## src/rtl/wb_arbiter.sv

```systemverilog
// ---------------------------------------------------------------------------
// wb_arbiter
//
// Two-master arbiter for a 16-bit Wishbone B.4 pipelined bus. Master 0
// (instruction fetch) and master 1 (load/store) share one slave port. A grant
// is held from cyc rise to cyc fall. While a master is granted, its request
// and the slave's stall/ack paths pass through combinationally. A no-ack
// watchdog aborts hung cycles: it raises a one-cycle error to the owner and
// drains until that master drops cyc.
//
// Build option:
//   WBARB_RR_EN  defined   -> round-robin tie-break from IDLE. The master not
//                             granted most recently wins; master 0 wins the
//                             first tie after reset.
//                undefined -> fixed priority. Master 1 wins every tie.
//
// Parameters:
//   TIMEOUT_W    watchdog width. The error fires once 2^TIMEOUT_W-1
//                consecutive granted cycles pass without progress.
//
// Ports (x = 0, 1):
//   clk_i, reset_ni                  clock, asynchronous active-low reset
//   mXadr_i/dat_i/we_i/sel_i         master request payload
//   mXstb_i, mXcyc_i                 master strobe / cycle
//   mXstall_o, mXack_o, mXerr_o      per-master stall, ack, timeout error
//   mXdat_o                          read data (sdat_i broadcast)
//   sadr_o/sdat_o/swe_o/ssel_o       slave request payload
//   sstb_o, scyc_o                   slave strobe / cycle
//   sstall_i, sack_i, sdat_i         slave response
// ---------------------------------------------------------------------------
`timescale 1ns/1ps

module wb_arbiter #(
  parameter int TIMEOUT_W = 8
) (
  input  logic        clk_i,
  input  logic        reset_ni,
  // master 0 (instruction fetch)
  input  logic [63:0] m0adr_i,
  input  logic [15:0] m0dat_i,
  input  logic        m0we_i,
  input  logic [1:0]  m0sel_i,
  input  logic        m0stb_i,
  input  logic        m0cyc_i,
  output logic        m0stall_o,
  output logic        m0ack_o,
  output logic        m0err_o,
  output logic [15:0] m0dat_o,
  // master 1 (load/store)
  input  logic [63:0] m1adr_i,
  input  logic [15:0] m1dat_i,
  input  logic        m1we_i,
  input  logic [1:0]  m1sel_i,
  input  logic        m1stb_i,
  input  logic        m1cyc_i,
  output logic        m1stall_o,
  output logic        m1ack_o,
  output logic        m1err_o,
  output logic [15:0] m1dat_o,
  // slave port
  output logic [63:0] sadr_o,
  output logic [15:0] sdat_o,
  output logic        swe_o,
  output logic [1:0]  ssel_o,
  output logic        sstb_o,
  output logic        scyc_o,
  input  logic        sstall_i,
  input  logic        sack_i,
  input  logic [15:0] sdat_i
);

  localparam logic [2:0] S_IDLE = 3'd0;
  localparam logic [2:0] S_G0   = 3'd1;
  localparam logic [2:0] S_G1   = 3'd2;
  localparam logic [2:0] S_D0   = 3'd3;
  localparam logic [2:0] S_D1   = 3'd4;

  localparam logic [TIMEOUT_W-1:0] WD_MAX = {TIMEOUT_W{1'b1}};
  localparam logic [TIMEOUT_W-1:0] WD_ONE = TIMEOUT_W'(1);

  logic [2:0]           state_q, state_d;
  logic [TIMEOUT_W-1:0] wd_q, wd_d;
  logic [1:0]           err_q, err_d;

  logic in_g0, in_g1, granted;
  logic act_cyc, act_stb;
  logic wd_clear, wd_hit, enter_g;
  logic [TIMEOUT_W-1:0] wd_inc;
  logic pick_m1;

  assign in_g0   = (state_q == S_G0);
  assign in_g1   = (state_q == S_G1);
  assign granted = in_g0 | in_g1;

  // Signals of whichever master currently owns the bus (meaningful only
  // while granted).
  assign act_cyc = in_g1 ? m1cyc_i : m0cyc_i;
  assign act_stb = in_g1 ? m1stb_i : m0stb_i;

  // Progress on the bus: an ack, or a strobe the slave accepted.
  assign wd_clear = sack_i | (act_stb & ~sstall_i);
  assign wd_inc   = (wd_q == WD_MAX) ? WD_MAX : wd_q + WD_ONE;

  // Timeout when this cycle's increment lands on all-ones. An ack or an
  // accepted strobe in the same cycle wins, so no error is raised.
  assign wd_hit = granted & act_cyc & ~wd_clear & (wd_inc == WD_MAX);

`ifdef WBARB_RR_EN
  // 1: master 1 was granted most recently.
  logic last_q;

  assign pick_m1 = m1cyc_i & (~m0cyc_i | ~last_q);
`else
  assign pick_m1 = m1cyc_i;
`endif

  // Next-state logic. Leaving a grant or drain goes straight to the other
  // master when it is waiting; this gives a hand-off with no dead cycle.
  always_comb begin
    state_d = state_q;
    case (state_q)
      S_IDLE: if (m0cyc_i | m1cyc_i) state_d = pick_m1 ? S_G1 : S_G0;
      S_G0: begin
        if (!m0cyc_i)    state_d = m1cyc_i ? S_G1 : S_IDLE;
        else if (wd_hit) state_d = S_D0;
      end
      S_G1: begin
        if (!m1cyc_i)    state_d = m0cyc_i ? S_G0 : S_IDLE;
        else if (wd_hit) state_d = S_D1;
      end
      S_D0: if (!m0cyc_i) state_d = m1cyc_i ? S_G1 : S_IDLE;
      S_D1: if (!m1cyc_i) state_d = m0cyc_i ? S_G0 : S_IDLE;
      default: state_d = S_IDLE;
    endcase
  end

  assign enter_g = ((state_d == S_G0) && (state_q != S_G0)) ||
                   ((state_d == S_G1) && (state_q != S_G1));

  // The watchdog only counts while a grant is live and stalled; every other
  // case (new grant, progress, idle, drain) leaves it at zero.
  always_comb begin
    wd_d = '0;
    if (granted && !enter_g && act_cyc && !wd_clear) wd_d = wd_inc;
  end

  assign err_d = {in_g1 & wd_hit, in_g0 & wd_hit};

  always_ff @(posedge clk_i or negedge reset_ni) begin
    if (!reset_ni) begin
      state_q <= S_IDLE;
      wd_q    <= '0;
      err_q   <= 2'b00;
    end else begin
      state_q <= state_d;
      wd_q    <= wd_d;
      err_q   <= err_d;
    end
  end

`ifdef WBARB_RR_EN
  always_ff @(posedge clk_i or negedge reset_ni) begin
    if (!reset_ni) begin
      last_q <= 1'b1;
    end else if (enter_g) begin
      last_q <= (state_d == S_G1);
    end
  end
`endif

  // Slave request mux. Payload is forced to zero when nobody is granted, so
  // idle and drain states present a quiet bus.
  always_comb begin
    sadr_o = '0;
    sdat_o = '0;
    swe_o  = 1'b0;
    ssel_o = '0;
    sstb_o = 1'b0;
    scyc_o = 1'b0;
    if (in_g0) begin
      sadr_o = m0adr_i;
      sdat_o = m0dat_i;
      swe_o  = m0we_i;
      ssel_o = m0sel_i;
      sstb_o = m0stb_i;
      scyc_o = m0cyc_i;
    end else if (in_g1) begin
      sadr_o = m1adr_i;
      sdat_o = m1dat_i;
      swe_o  = m1we_i;
      ssel_o = m1sel_i;
      sstb_o = m1stb_i;
      scyc_o = m1cyc_i;
    end
  end

  // Response paths: only the owner sees the slave's stall/ack. A late ack
  // while draining is dropped because no grant state is active.
  assign m0stall_o = in_g0 ? sstall_i : 1'b1;
  assign m1stall_o = in_g1 ? sstall_i : 1'b1;
  assign m0ack_o   = in_g0 & sack_i;
  assign m1ack_o   = in_g1 & sack_i;
  assign m0err_o   = err_q[0];
  assign m1err_o   = err_q[1];
  assign m0dat_o   = sdat_i;
  assign m1dat_o   = sdat_i;

endmodule

```

## config.mk

```make
export PLATFORM = sky130hd
export DESIGN_NAME = wb_arbiter
export DESIGN_NICKNAME = d
export VERILOG_FILES = /design/src/rtl/wb_arbiter.sv
export SDC_FILE = /design/constraint.sdc
export NUM_CORES = 1
export LEC_CHECK = 0
export BUFFER_PORTS_ARGS = -buffer_cell sky130_fd_sc_hd__buf_2
export CAP_MARGIN = 20
export CORE_AREA = 2 2 121 123
export DETAILED_ROUTE_END_ITERATION = 6
export DIE_AREA = 0 0 123 125
export SYNTH_ARGS = -nofsm -noshare
export SYNTH_HDL_FRONTEND = slang
export SYNTH_SLANG_ARGS = --single-unit
```

## constraint.sdc

```tcl
create_clock -name clk_i -period 2.29 [get_ports clk_i]
set_clock_uncertainty 0.2 [all_clocks]
set_input_delay 0.458 -clock clk_i [delete_from_list [all_inputs] [get_ports clk_i]]
set_output_delay 0.458 -clock clk_i [all_outputs]
set_load 0.01 [all_outputs]
```

After elaboration in Yosys (flattened, before gate mapping)
Cells that the tools add are included.
{"block": "totals", "reg_bits": 13, "input_bits": 190, "out_inout_bits": 123, "elab_cells": 65}
{"block": "op_classes", "n_addsub": 1, "eq_ne": 10, "muxes": 29, "bitwise": 13, "n_reduce_logical": 9}
{"op": "two-way mux 64 bit", "n": 2}
{"op": "two-way mux 16 bit", "n": 2}
{"op": "two-way mux 3 bit", "n": 7}
{"op": "equality test 8 bit, second input constant", "n": 2}
{"op": "two-way mux 8 bit", "n": 2}
{"op": "one-hot mux 3 bit (5 select lines)", "n": 1}
{"op": "two-way mux 1 bit", "n": 11}
{"op": "equality test 3 x 2 -> 1 bit, second input constant", "n": 3}
{"op": "adder 8 x 1 -> 8 bit, second input constant", "n": 1}
{"op": "AND 1 bit", "n": 8}
{"op": "two-way mux 2 bit", "n": 4}
{"op": "equality test 3 x 1 -> 1 bit, second input constant", "n": 2}
{"op": "logical AND 1 bit", "n": 5}
{"op": "equality test 3 bit, second input constant", "n": 1}
{"op": "zero test 3 bit", "n": 1}
{"op": "inequality test 3 x 1 -> 1 bit, second input constant", "n": 1}
{"op": "inequality test 3 x 2 -> 1 bit, second input constant", "n": 1}
{"op": "bitwise OR 1 bit", "n": 3}
{"op": "zero test 1 bit", "n": 2}
{"op": "inverter 1 bit", "n": 2}
{"op": "logical OR 1 bit", "n": 1}

Logic depth before layout (Yosys ltp)
{"block": "depth", "ltp_word": 18, "mapped_depth": 6, "ltp_nobuf": 6}

Worst setup path after synthesis
Ideal clock, no wire load.
{"block": "synth_timing", "path_type": "reg-to-reg", "from": "reg state_q[1]", "to": "reg state_q[1]", "setup_ps": 125, "arrival_time_ps": 2037, "required_time_ps": 1965, "setup_slack_ps": -72, "stages_incl_launch_ff": 7, "n_path_buf": 1, "period_less_slack_ps": 2362, "cell_sequence": "dfrtp_1 -> buf_2 -> nor3b_2 -> mux2i_1 -> o211ai_2 -> or4_4 -> mux2_4"}
{"block": "synth_between", "elab_chain_cells": 10, "elab_cells_between_ends": 22, "cone_classes": "eq/ne: 4; mux: 10; bitwise: 7; reduce/logical: 1"}
{"item": "start, declared", "line_no": "81", "text": "logic [2:0] state_q, state_d;"}
{"item": "start signal, assigned", "line_no": "155", "text": "state_q <= state_d;"}
{"item": "equality test 3 x 2 -> 1 bit", "line_no": "92, 121"}
{"item": "two-way mux 1 bit", "line_no": "98", "text": "assign act_stb = in_g1 ? m1stb_i : m0stb_i;"}
{"item": "AND 1 bit", "line_no": "101", "text": "assign wd_clear = sack_i | (act_stb & ~sstall_i);"}
{"item": "bitwise OR 1 bit", "line_no": "101"}
{"item": "inverter 1 bit", "line_no": "106", "text": "assign wd_hit = granted & act_cyc & ~wd_clear & (wd_inc == WD_MAX);"}
{"item": "AND 1 bit (2 in a row)", "line_no": "106"}
{"item": "two-way mux 3 bit (on tied branches)", "line_no": "129, 125"}
{"item": "two-way mux 3 bit (on tied branches)", "line_no": "128, 124"}
{"item": "one-hot mux 3 bit (5 select lines) *", "line_no": "121", "text": "case (state_q)"}
{"item": "net state_d[1]", "line_no": "81"}
Mark *: on every way through the listed nets, which the timed path passes. The rest lies on a longest branch.

Worst setup path after layout
{"block": "layout_timing", "from": "reg state_q[2]", "to": "out sadr_o[52]"}
{"block": "layout_between", "elab_chain_cells": 3, "elab_cells_between_ends": 4, "cone_classes": "eq/ne: 2; mux: 2"}
{"item": "equality test 3 x 2 -> 1 bit", "line_no": "92", "text": "assign in_g1 = (state_q == S_G1);"}
{"item": "two-way mux 64 bit", "line_no": "187", "text": "end else if (in_g1) begin"}
{"item": "two-way mux 64 bit *", "line_no": "180", "text": "if (in_g0) begin"}
{"item": "end, declared", "line_no": "61", "text": "output logic [63:0] sadr_o,"}
Mark *: on every way between the ends. The rest lies on a longest branch, timed or not.

==> metrics.json <==
{
  "globalRouteTotalUtil_pct": 11.81,
  "hold_viol_final": 0,
  "grt_first_pass_wirelength_um": 13810,
  "core_region_area_sq_um": 14200,
  "top_level_ports": 313,
  "period_minus_slack_ns": 2.341,
  "dieWidth_um": 123,
  "syn-mean-instance-area_sq_um": 8.347,
  "grt_antenna_before_repair": 0,
  "unrepaired_setup_endpoints_after_global_routing": "true",
  "mostFrequentLayoutCells": "buf_2 (262), a22o_1 (82), buf_4 (15)",
  "pin_count_of_the_biggest_net_entering_global_routing": 31,
  "detailroute.via_count": 2790,
  "die_area_sq_um": 15380,
  "avgRoutedWirePerCell_um": 16.31,
  "synth_flop_cell": "dfrtp_1",
  "worst_ir_drop_vdd_uv": 299.8,
  "synth.yosys.seq_area_share_pct": 18.04,
  "number_of_storage_elements_in_the_synthesis_netlist": 13,
  "antenna_diode_instance_count": 0,
  "detailedRoute.firstPassIterationCount": 4,
  "synth.top_cells.by_area": "a22o_1 (41%), dfrtp_1 (18%), buf_4 (13%), clkbuf_1 (2.7%), a21oi_1 (1.7%)",
  "route.detailed.drc": 0,
  "clockRootBuffer": "clkbuf_16",
  "port_buffers": 264,
  "run_status": "complete, but fails checks",
  "cts_tree": "done",
  "nFillCells": 1561,
  "cellPowerDensity_nw_per_um2": 374.4,
  "worst-setup-path-type": "reg -> out",
  "post-route-period-util_pct": 102.2,
  "relative_max_transition_margin_pct": 79.12,
  "worst_setup_hold_path_clk_slew_ns": 0.04,
  "yosysTopAreaCellShare_pct": 40.80,
  "post_synth_instance_area_sq_um": 1803,
  "layout-drive-gt1-share_pct": 67.03,
  "power.share.combinational_pct": 56.1,
  "timing.critical_path.fanout_max": 14,
  "critPathRequiredTime_ns": 1.63,
  "leading_cell_type_in_the_layout_fill_and_taps_excluded": "buf_2",
  "power.net_switching_uw": 447.6,
  "startpoint_type": "flip-flop",
  "grt-ovfl-total": 0,
  "fin_ws_ns": -0.05056,
  "power_frac_clock_pct": 25.5,
  "sum_of_routed_wire_length_over_all_layers_um": 10470,
  "num-nets-final": 650,
  "sw_frac_of_total_pct": 34.27,
  "first_global_vias": 2543,
  "hold_path.class": "in -> reg",
  "critPathArrivalTime_ns": 1.68,
  "synth_cell_types": 33,
  "finalSetupViolCount": 2,
  "die_h_um": 125,
  "cts_made_buffers": 3,
  "power_frac_seq_pct": 18.4,
  "async_set_or_reset_flop_fraction_in_the_synthesized_netlist_pct": 100.0,
  "violations": "negative setup slack",
  "synth.yosys.warnings": 0,
  "worstSetupEndpointType": "output pin",
  "fin_hold_ws_ns": 0.3064,
  "drt_iter0_drc": 77,
  "mappedNetlistNets": 407,
  "ant_nets": 0,
  "clock_tree.buffer_depth": 2,
  "timing.max_cap.violations": 0,
  "final-max-slew-violation-count": 0,
  "dp_hpwl_um": 7956,
  "placement.setup.worst_slack_ns": -0.003791,
  "synth_top_area_cell": "a22o_1",
  "clock_latency_ns": 0.24,
  "place.gp.congestion": 0.8460,
  "synthCells": 216,
  "cellInternalPower_uw": 858.4,
  "worst_pin_slew_ns": 0.3133,
  "post_synth_edffs": 0,
  "clkSinkCount": 13,
  "area.growth.synth_to_final_pct": 93.48,
  "htreeDepth": 1,
  "num_rows": 44,
  "leakage_power_of_the_design_nw": 1.923,
  "initial_utilization_pct": 12.69,
  "timing.fmax_mhz": 427.2,
  "via_per_inst": 4.346,
  "totalNegativeSetupSlack_ns": -0.05738
}
kinds of logic (layout without fill, tap and decap cells):
group | after synthesis | count (layout) | share of synthesized area [%]
compound gates | 102 | 102 | 47.47
buf+inv | 56 | 298 | 18.39
simple gates | 38 | 38 | 12.01
flops | 13 | 13 | 18.04
xor+xnor | 3 | 3 | 1.458
mux | 3 | 3 | 1.943
fa+ha+maj | 1 | 1 | 0.6939
timing repair:
| action | in CTS | in global routing |
|---|---|---|
| cloned | 3 | 1 |
| setup buffers | 10 | 2 |
| endpoints found under the setup margin | 84 | 69 |
| pin swaps | 37 | 16 |
| resized for setup | 9 | 13 |
| hold endpoints to repair | 13 | 0 |
| hold buffers | 1 | 0 |
path summary, 6_finish.rpt:
check	cells after the start	slack [ns]	to	start
max reg2reg	6	0.03	state_q[1]	state_q[2]
min in group asynchronous	2	0.44	wd_q[5]	reset_ni
min reg2reg	2	0.39	wd_q[0]	wd_q[0]
max in group asynchronous	2	1.19	state_q[0]	reset_ni
max	5	-0.05	sadr_o[52]	state_q[2]
min	2	0.31	state_q[0]	m0cyc_i
per-stage QoR:
step | cells | utilization [%] | power [mW] | instance area, sq um
global route | 642 | 24.56 | 1.381 | 3488
detailed placement | 623 | 22.23 | 0.8938 | 3157
CTS | 641 | 24.36 | 1.316 | 3460
finish | 642 | 24.56 | 1.306 | 3488
global placement | 623 | 22.23 | 0.8975 | 3157
floorplan | 216 | - | 0.6018 | 1813
area by class of cell:
type                            instances  area (sq um)  area share [%]
Tap cell                              184         230.2           6.600
Timing Repair Buffer                  290          1643           47.09
Inverter                                4         15.01          0.4304
Clock buffer                            4         78.83           2.260
Sequential cell                        13         329.1           9.433
Multi-Input combinational cell        147          1192           34.18
synth_stat cells (2+ instances only):
cell / instances
a22o_1: 84
buf_4: 32
clkbuf_1: 13
dfrtp_1: 13
nor2_1: 8
a21oi_1: 6
buf_1: 6
nand3_1: 6
inv_1: 4
nand2_1: 4
nand2b_1: 3
nand3b_1: 3
nor2b_1: 3
o21ai_0: 3
xnor2_1: 3
a211oi_1: 2
a31oi_1: 2
and2_1: 2
and3_1: 2
mux2i_1: 2
nor3_1: 2
o2bb2ai_1: 2
per-layer routing:
metal  vias to the layer above  global-route usage [%]  part of all wire [%]
met5                         -                       0                     0
met4                         0                   2.941                   1.8
met3                         9                   1.688                    10
met2                       212                   20.15                    46
met1                      1270                   15.55                    42
li1                       1299                       -                     -
power groups by stage:
stage | Combinational [mW] | Clock (mW) | Sequential [mW]
2_1_floorplan | 0.361 | 0 | 0.241
3_3_place_gp | 0.655 | 0 | 0.243
3_5_place_dp | 0.651 | 0 | 0.243
4_1_cts | 0.732 | 0.345 | 0.239
5_1_grt | 0.791 | 0.350 | 0.240
6_report | 0.733 | 0.333 | 0.240
sequential cells by signal (all words and copies together) (netlist names):
signal	flops
wd_q	8
state_q	3
err_q	2
worst max-delay path, cell delays in order, from the launching register on:
cell	delay, ns
dfrtp_2	0.44
nor3b_4	0.28
buf_6	0.20
buf_12	0.16
a22o_1	0.20
buf_2	0.15
Power figures use the tool's default switching activity.
